--- src/rtl/thermo_codec_arbiter.sv ---
// rtl/thermo_codec_arbiter.sv - round-robin sequencer for a shared thermometer encoder/decoder
// One job in flight: IDLE accepts, EXEC drives the external codec, RESP holds the result.
module thermo_codec_arbiter #(
  parameter int K = 3,
  parameter int W = 7
) (
  input  logic         clk,
  input  logic         rst_n,
  input  logic         req0_valid,
  output logic         req0_ready,
  input  logic         req0_op,
  input  logic [W-1:0] req0_data,
  input  logic         req1_valid,
  output logic         req1_ready,
  input  logic         req1_op,
  input  logic [W-1:0] req1_data,
  output logic [K-1:0] enc_a,
  input  logic [W-1:0] enc_q,
  output logic [W-1:0] dec_a,
  input  logic [K-1:0] dec_q,
  output logic         rsp_valid,
  input  logic         rsp_ready,
  output logic         rsp_id,
  output logic [W-1:0] rsp_data,
  output logic         rsp_err
);

  typedef enum logic [1:0] {IDLE, EXEC, RESP} state_t;

  state_t         state;
  state_t         state_nxt;
  logic           rr_ptr;
  logic [W-1:0]   opnd;
  logic           op_q;
  logic           id_q;
  logic           gnt_id;
  logic           accept;
  logic [W-1:0]   opnd_inc;
  logic           legal;
  logic [W-1:0]   dec_ext;

  // Contested grants follow rr_ptr; an uncontested requester always wins.
  assign gnt_id = (req0_valid && req1_valid) ? rr_ptr : req1_valid;
  assign accept = (req0_valid && req0_ready) || (req1_valid && req1_ready);

  // A thermometer code plus one has no bit in common with itself.
  assign opnd_inc = opnd + W'(1);
  assign legal    = ((opnd & opnd_inc) == '0);
  assign dec_ext  = {{(W-K){1'b0}}, dec_q};

  // Operand register feeds the codec continuously, so inputs never glitch.
  assign enc_a = opnd[K-1:0];
  assign dec_a = opnd;

  always_ff @(posedge clk or negedge rst_n) begin
    if (!rst_n) begin
      state <= IDLE;
    end else begin
      state <= state_nxt;
    end
  end

  always_comb begin
    state_nxt = state;
    case (state)
      IDLE:    if (accept) state_nxt = EXEC;
      EXEC:    state_nxt = RESP;
      RESP:    if (rsp_ready) state_nxt = IDLE;
      default: state_nxt = IDLE;
    endcase
  end

  always_comb begin
    req0_ready = 1'b0;
    req1_ready = 1'b0;
    if (rst_n && state == IDLE) begin
      req0_ready = req0_valid && !gnt_id;
      req1_ready = req1_valid && gnt_id;
    end
  end

  always_ff @(posedge clk or negedge rst_n) begin
    if (!rst_n) begin
      rr_ptr    <= 1'b0;
      opnd      <= '0;
      op_q      <= 1'b0;
      id_q      <= 1'b0;
      rsp_valid <= 1'b0;
      rsp_id    <= 1'b0;
      rsp_data  <= '0;
      rsp_err   <= 1'b0;
    end else begin
      if (accept) begin
        opnd   <= gnt_id ? req1_data : req0_data;
        op_q   <= gnt_id ? req1_op : req0_op;
        id_q   <= gnt_id;
        rr_ptr <= ~gnt_id;
      end
      if (state == EXEC) begin
        rsp_valid <= 1'b1;
        rsp_id    <= id_q;
        if (!op_q) begin
          rsp_data <= enc_q;
          rsp_err  <= 1'b0;
        end else begin
          rsp_data <= legal ? dec_ext : '0;
          rsp_err  <= !legal;
        end
      end
      if (state == RESP && rsp_ready) begin
        rsp_valid <= 1'b0;
      end
    end
  end

endmodule

--- config.mk ---
export PLATFORM = sky130hd
export DESIGN_NAME = thermo_codec_arbiter
export DESIGN_NICKNAME = d
export VERILOG_FILES = /design/src/rtl/thermo_codec_arbiter.sv
export SDC_FILE = /design/constraint.sdc
export NUM_CORES = 1
export LEC_CHECK = 0
export ABC_AREA = 1
export CAP_MARGIN = 20
export CORE_UTILIZATION = 41
export CTS_CLUSTER_SIZE = 20
export DETAILED_ROUTE_END_ITERATION = 10
export GPL_ROUTABILITY_DRIVEN = 0
export HOLD_SLACK_MARGIN = 0.05
export PLACE_DENSITY = 0.81
export SYNTH_ARGS = -nofsm -noshare
export SYNTH_HDL_FRONTEND = slang
export SYNTH_SLANG_ARGS = --single-unit
--- constraint.sdc ---
create_clock -name clk -period 1.56 [get_ports clk]
set_clock_uncertainty 0.15 [all_clocks]
set_input_delay 0.156 -clock clk [delete_from_list [all_inputs] [get_ports clk]]
set_output_delay 0.156 -clock clk [all_outputs]
set_load 0.01 [all_outputs]
; Word level (Yosys, flattened, before mapping)
; Index checks and enable logic that the tools add are counted.
[totals]
ff_bits = 22
in_bits = 31
wordCells = 43
[op_classes]
n_addsub = 1
n_eq_ne = 4
muxes = 13
n_bitwise = 2
reduce_logical = 14
[op_table]
columns = cell, n
row1 = $mux 7, 2
row2 = $add 7x1->7 const B, 1
row3 = $and 7x7->7, 1
row4 = $logic_and 1x1->1, 7
row5 = $logic_not 7->1, 1
row6 = $mux 1, 7
row7 = $pmux 2 s3, 1
row8 = $mux 2, 2
row9 = $ne 2x2->1 const B, 2
row10 = $mux 3, 1
row11 = $eq 2x1->1 const B, 1
row12 = $eq 2x2->1 const B, 1
row13 = $logic_not 1->1, 2
row14 = $logic_not 2->1, 1
row15 = $reduce_and 2->1, 1
row16 = $reduce_bool 2->1, 1
row17 = $logic_or 1x1->1, 1
row18 = $not 1->1, 1

; Logic depth before layout (Yosys ltp)
[depth]
depth_word = 9
depth_mapped = 9
depth_no_buf = 8

; Worst setup path after synthesis
; Ideal clock, no wire load.
[synth_path]
path_kind = reg-to-reg
start = register state[0]
end = register op_q
setup_ns = 0.123
arrival_time_ns = 1.060
required_time_ns = 1.287
path_slack_ns = 0.227
path_stages_with_launch = 6
period_less_slack_ns = 1.333
path_cell_list = dfrtp_1 nor3b_4 nand2_2 nand2_4 buf_12 o21ai_2
[synth_via]
elab_chain_cells = 5
elab_cells_between_ends = 7
classes_between = mux: 2 / reduce/logical: 5
[synth_rtl]
columns = element, line_no
row1 = start: declaration, 30  ; state_t state;
row2 = start signal: assignment, 59  ; state <= state_nxt;
row3 = $logic_not 2->1 *, 76  ; if (rst_n && state == IDLE) begin
row4 = $logic_and 1x1->1 *, 76
row5 = $mux 1, 76
row6 = $logic_and 1x1->1, 44  ; assign accept = (req0_valid && req0_ready) || (req1_valid && req1_ready);
row7 = $logic_or 1x1->1 *, 44
row8 = end signal: assignment, 95  ; op_q <= gnt_id ? req1_op : req0_op;
row9 = end: declaration, 34  ; logic op_q;
; Mark *: on every way between the ends. The rest lies on a longest branch, timed or not.
; A chain may end at the register's enable or synchronous reset.

; Worst setup path in the final report
[layout_path]
start = register state[0]
end = output port req1_ready
[layout_via]
elab_chain_cells = 3
[layout_rtl]
columns = element, line_no
row1 = $logic_not 2->1, 76
row2 = $logic_and 1x1->1, 76
row3 = $mux 1, 76
row4 = end: declaration, 14  ; output logic req1_ready,
; Every way passes these cells.

==> results.md <==
- area of the multi-input gates: 498 um2
- number of antenna violations at the first check in global routing: 0
- final hold violation count: 0
- combined flip-flop and latch cell area: 551 um2
- Diodes inserted: 0
- CTS buffer count: 3
- Post-layout nets: 242
- Max Fanout on Critical Path: 2
- number of buffers inserted by port buffering: 52
- GRT Util Overall: 0.218
- smallest setup slack after layout: -0.0166 ns
- DR pass1 iterations: 4
- worst hold margin: 0.108 ns
- maximum level of the CTS H-tree: 1
- kind of capture point of the worst setup path: primary output
- first-pass GRT wire length: 4660 um
- post-DR wirelength/cell: 12.8 um
- Worst Tran Pin Value: 0.294 ns
- number of hold buffers added after cts: 0
- worst slew margin relative to its limit: 0.804
- outcome: complete, but fails checks
- number of nets produced by synthesis: 175
- area of the die: 0.00303 mm2
- CTS clk-pin slew, worst paths: 0.12 ns
- max_cap viols: 0
- largest net degree at the start of global routing: 23
- sum of net half-perimeters after detailed placement: 2290 um
- remaining number of nets flagged by the antenna check after routing: 0
- largest vdd supply drop: 1050 uV
- overall overflow remaining after global route: 0
- Die X-Extent: 55.0 um
- kind of start point of the critical path: register
- final-report setup violation count: 2
- cell area after placement: 0.00173 mm2
- CTS tree: done
- Ys Warns: 0
- vertical die dimension: 55.0 um
- iteration-0 DRC count of the detailed router: 25
- # IOs: 53
- via count of the first global-routing pass: 1150
- Avg Vias per Cell: 4.85
- arrival time at the worst endpoint: 1.27 ns
- worst hold path type: input pin to asynchronous set/reset pin
- summed instance area of the synthesized netlist: 0.00115 mm2
- Layout fillers: 211
- violated checks: setup timing
- layout-stage area growth over the synthesis result: 57.9%
- CTS Root Cell: sky130_fd_sc_hd__clkbuf_4
- post-layout minimum cycle time: 1.58 ns
- Mapped Cells: 144
- latest clock arrival within the worst-skew pair: 0.29 ns
- post-synthesis sequential area ratio: 0.477
- setup repair after global routing missed its margin: true
- share of the cycle needed by the critical path after routing: 1.01
- Worst EP required: 1.25 ns
- effective utilization at floorplan: 0.449
- number of pins exceeding their max-slew limit in the final report: 0
- DRC violation count after routing: 0
- fraction of final layout cells sized beyond drive strength 1: 0.182
- power density relative to cell area: 1600 mW/mm2
- core box area: 0.00257 mm2
- Rows: 18
- cell area after layout: 0.00182 mm2
- Overall Power: 2920 uW
- synthesized flop and latch total: 22
- Synth cell types: 15
- number of sinks driven by the clock tree: 22
- Routed WL: 3060 um
- Fmax achieved: 634 MHz
- average instance area after synthesis: 8.01 um2
- leakage power of the design: 0.000988 uW
- number of vias in the routed layout: 1158
- CTS Buffer Depth: 2
- classification of the worst setup path: register to primary output
==> path summary, 6_finish.rpt <==
kind	start	end	slack (ns)	cells past startpoint
max	state[0]	req1_ready	-0.02	5
min	rst_n	rsp_data[6]	0.11	2
max reg2reg	state[0]	id_q	0.08	6
min reg2reg	rr_ptr	rr_ptr	0.35	2
max in group asynchronous	rst_n	rsp_data[1]	0.92	2
min in group clk	enc_q[5]	rsp_data[5]	0.28	3
==> Yosys cell counts <==
cell type                 instances  area share
sky130_fd_sc_hd__buf_4            3       0.020
sky130_fd_sc_hd__inv_6            1      0.0076
sky130_fd_sc_hd__buf_12           1       0.017
sky130_fd_sc_hd__nand2_2          3       0.016
sky130_fd_sc_hd__nor2_1           5       0.016
sky130_fd_sc_hd__o21ai_0          8       0.035
sky130_fd_sc_hd__nor3b_4          1       0.016
sky130_fd_sc_hd__dfrtp_1         22        0.48
sky130_fd_sc_hd__inv_1           19       0.062
sky130_fd_sc_hd__o21ai_2          8       0.061
sky130_fd_sc_hd__nand2_1         56        0.18
sky130_fd_sc_hd__nand3_1          6       0.026
sky130_fd_sc_hd__nand2_4          3       0.029
sky130_fd_sc_hd__buf_2            1      0.0043
sky130_fd_sc_hd__a21oi_1          7       0.030
==> power by group <==
part           leakage [uW]  internal (uW)  switching (uW)  total, uW
logic              0.000702            831             844       1680
registers          0.000272            831             168        999
clock network     0.0000138           89.7             156        246
==> metrics by stage <==
stage | cells | setup WS, ns | TNS (ns) | utilization
3_5_place_dp | 230 | -0.429 | -2.34 | 0.674
5_1_grt | 239 | -0.0879 | -0.186 | 0.710
2_1_floorplan | 144 | 0.227 | 0 | -
4_1_cts | 236 | -0.0395 | -0.0664 | 0.693
6_report | 239 | -0.0166 | -0.0167 | 0.710
3_3_place_gp | 230 | -0.418 | -2.05 | 0.674
==> placed cells by master (no fill, tap or decap) <==
| cell type | n |
|---|---|
| sky130_fd_sc_hd__o21ai_2 | 8 |
| sky130_fd_sc_hd__a21oi_1 | 7 |
| sky130_fd_sc_hd__nand2_2 | 3 |
| sky130_fd_sc_hd__nand3_1 | 6 |
| sky130_fd_sc_hd__nor2_1 | 4 |
| sky130_fd_sc_hd__dfrtp_1 | 22 |
| sky130_fd_sc_hd__inv_2 | 1 |
| sky130_fd_sc_hd__buf_2 | 1 |
| sky130_fd_sc_hd__dlygate4sd2_1 | 3 |
| sky130_fd_sc_hd__nor3b_4 | 1 |
| sky130_fd_sc_hd__buf_6 | 1 |
| sky130_fd_sc_hd__nor2_2 | 1 |
| sky130_fd_sc_hd__inv_6 | 1 |
| sky130_fd_sc_hd__clkdlybuf4s50_1 | 41 |
| sky130_fd_sc_hd__o21ai_0 | 8 |
| sky130_fd_sc_hd__dlymetal6s2s_1 | 6 |
| sky130_fd_sc_hd__nand2_1 | 56 |
| sky130_fd_sc_hd__buf_4 | 14 |
| sky130_fd_sc_hd__clkbuf_4 | 3 |
| sky130_fd_sc_hd__nand2_4 | 3 |
| sky130_fd_sc_hd__nand2_8 | 1 |
| sky130_fd_sc_hd__inv_1 | 18 |
==> layer usage <==
metal  wire, um  GRT usage  vias to the layer above
met5          0          0                        -
met4         17     0.0583                        0
met3        222     0.0410                        2
met2       1570      0.424                       49
met1       1250      0.237                      531
li1           -          -                      576
==> state kept, by name, indices dropped and copies added (netlist names) <==
signal and cells:
rsp_id 1, dec_a 7, rsp_valid 1, rsp_err 1, rr_ptr 1, id_q 1, state 2, rsp_data 7
op_q 1
==> critical path, stage by stage (launching register included) <==
cell and delay [ns]:
sky130_fd_sc_hd__dfrtp_1 0.43, sky130_fd_sc_hd__nor3b_4 0.23, sky130_fd_sc_hd__buf_4 0.15, sky130_fd_sc_hd__nand2_4 0.04, sky130_fd_sc_hd__inv_2 0.04, sky130_fd_sc_hd__buf_6 0.09
==> layout make-up <==
| class | instances | area share |
|---|---|---|
| multi-input combinational | 98 | 0.273 |
| sequential | 22 | 0.302 |
| clock buffer | 3 | 0.0124 |
| inverter | 20 | 0.0440 |
| timing repair buffer | 66 | 0.348 |
| tap | 30 | 0.0206 |
==> timing repair <==
item	4_1_cts	5_1_grt
gates cloned	0	1
endpoints found under the setup margin	7	15
resized for setup	15	6
hold endpoints to repair	0	0
setup buffers	3	2
pin swaps	1	2
==> kinds of logic after synthesis <==
kind of cell / count (synthesis) / share of synthesized area
AOI/OAI and AO/OA: 23 / 0.126
and+or+nand+nor: 74 / 0.286
DFF: 22 / 0.477
buffers and inverters: 25 / 0.111
Power figures use the tool's default switching activity.
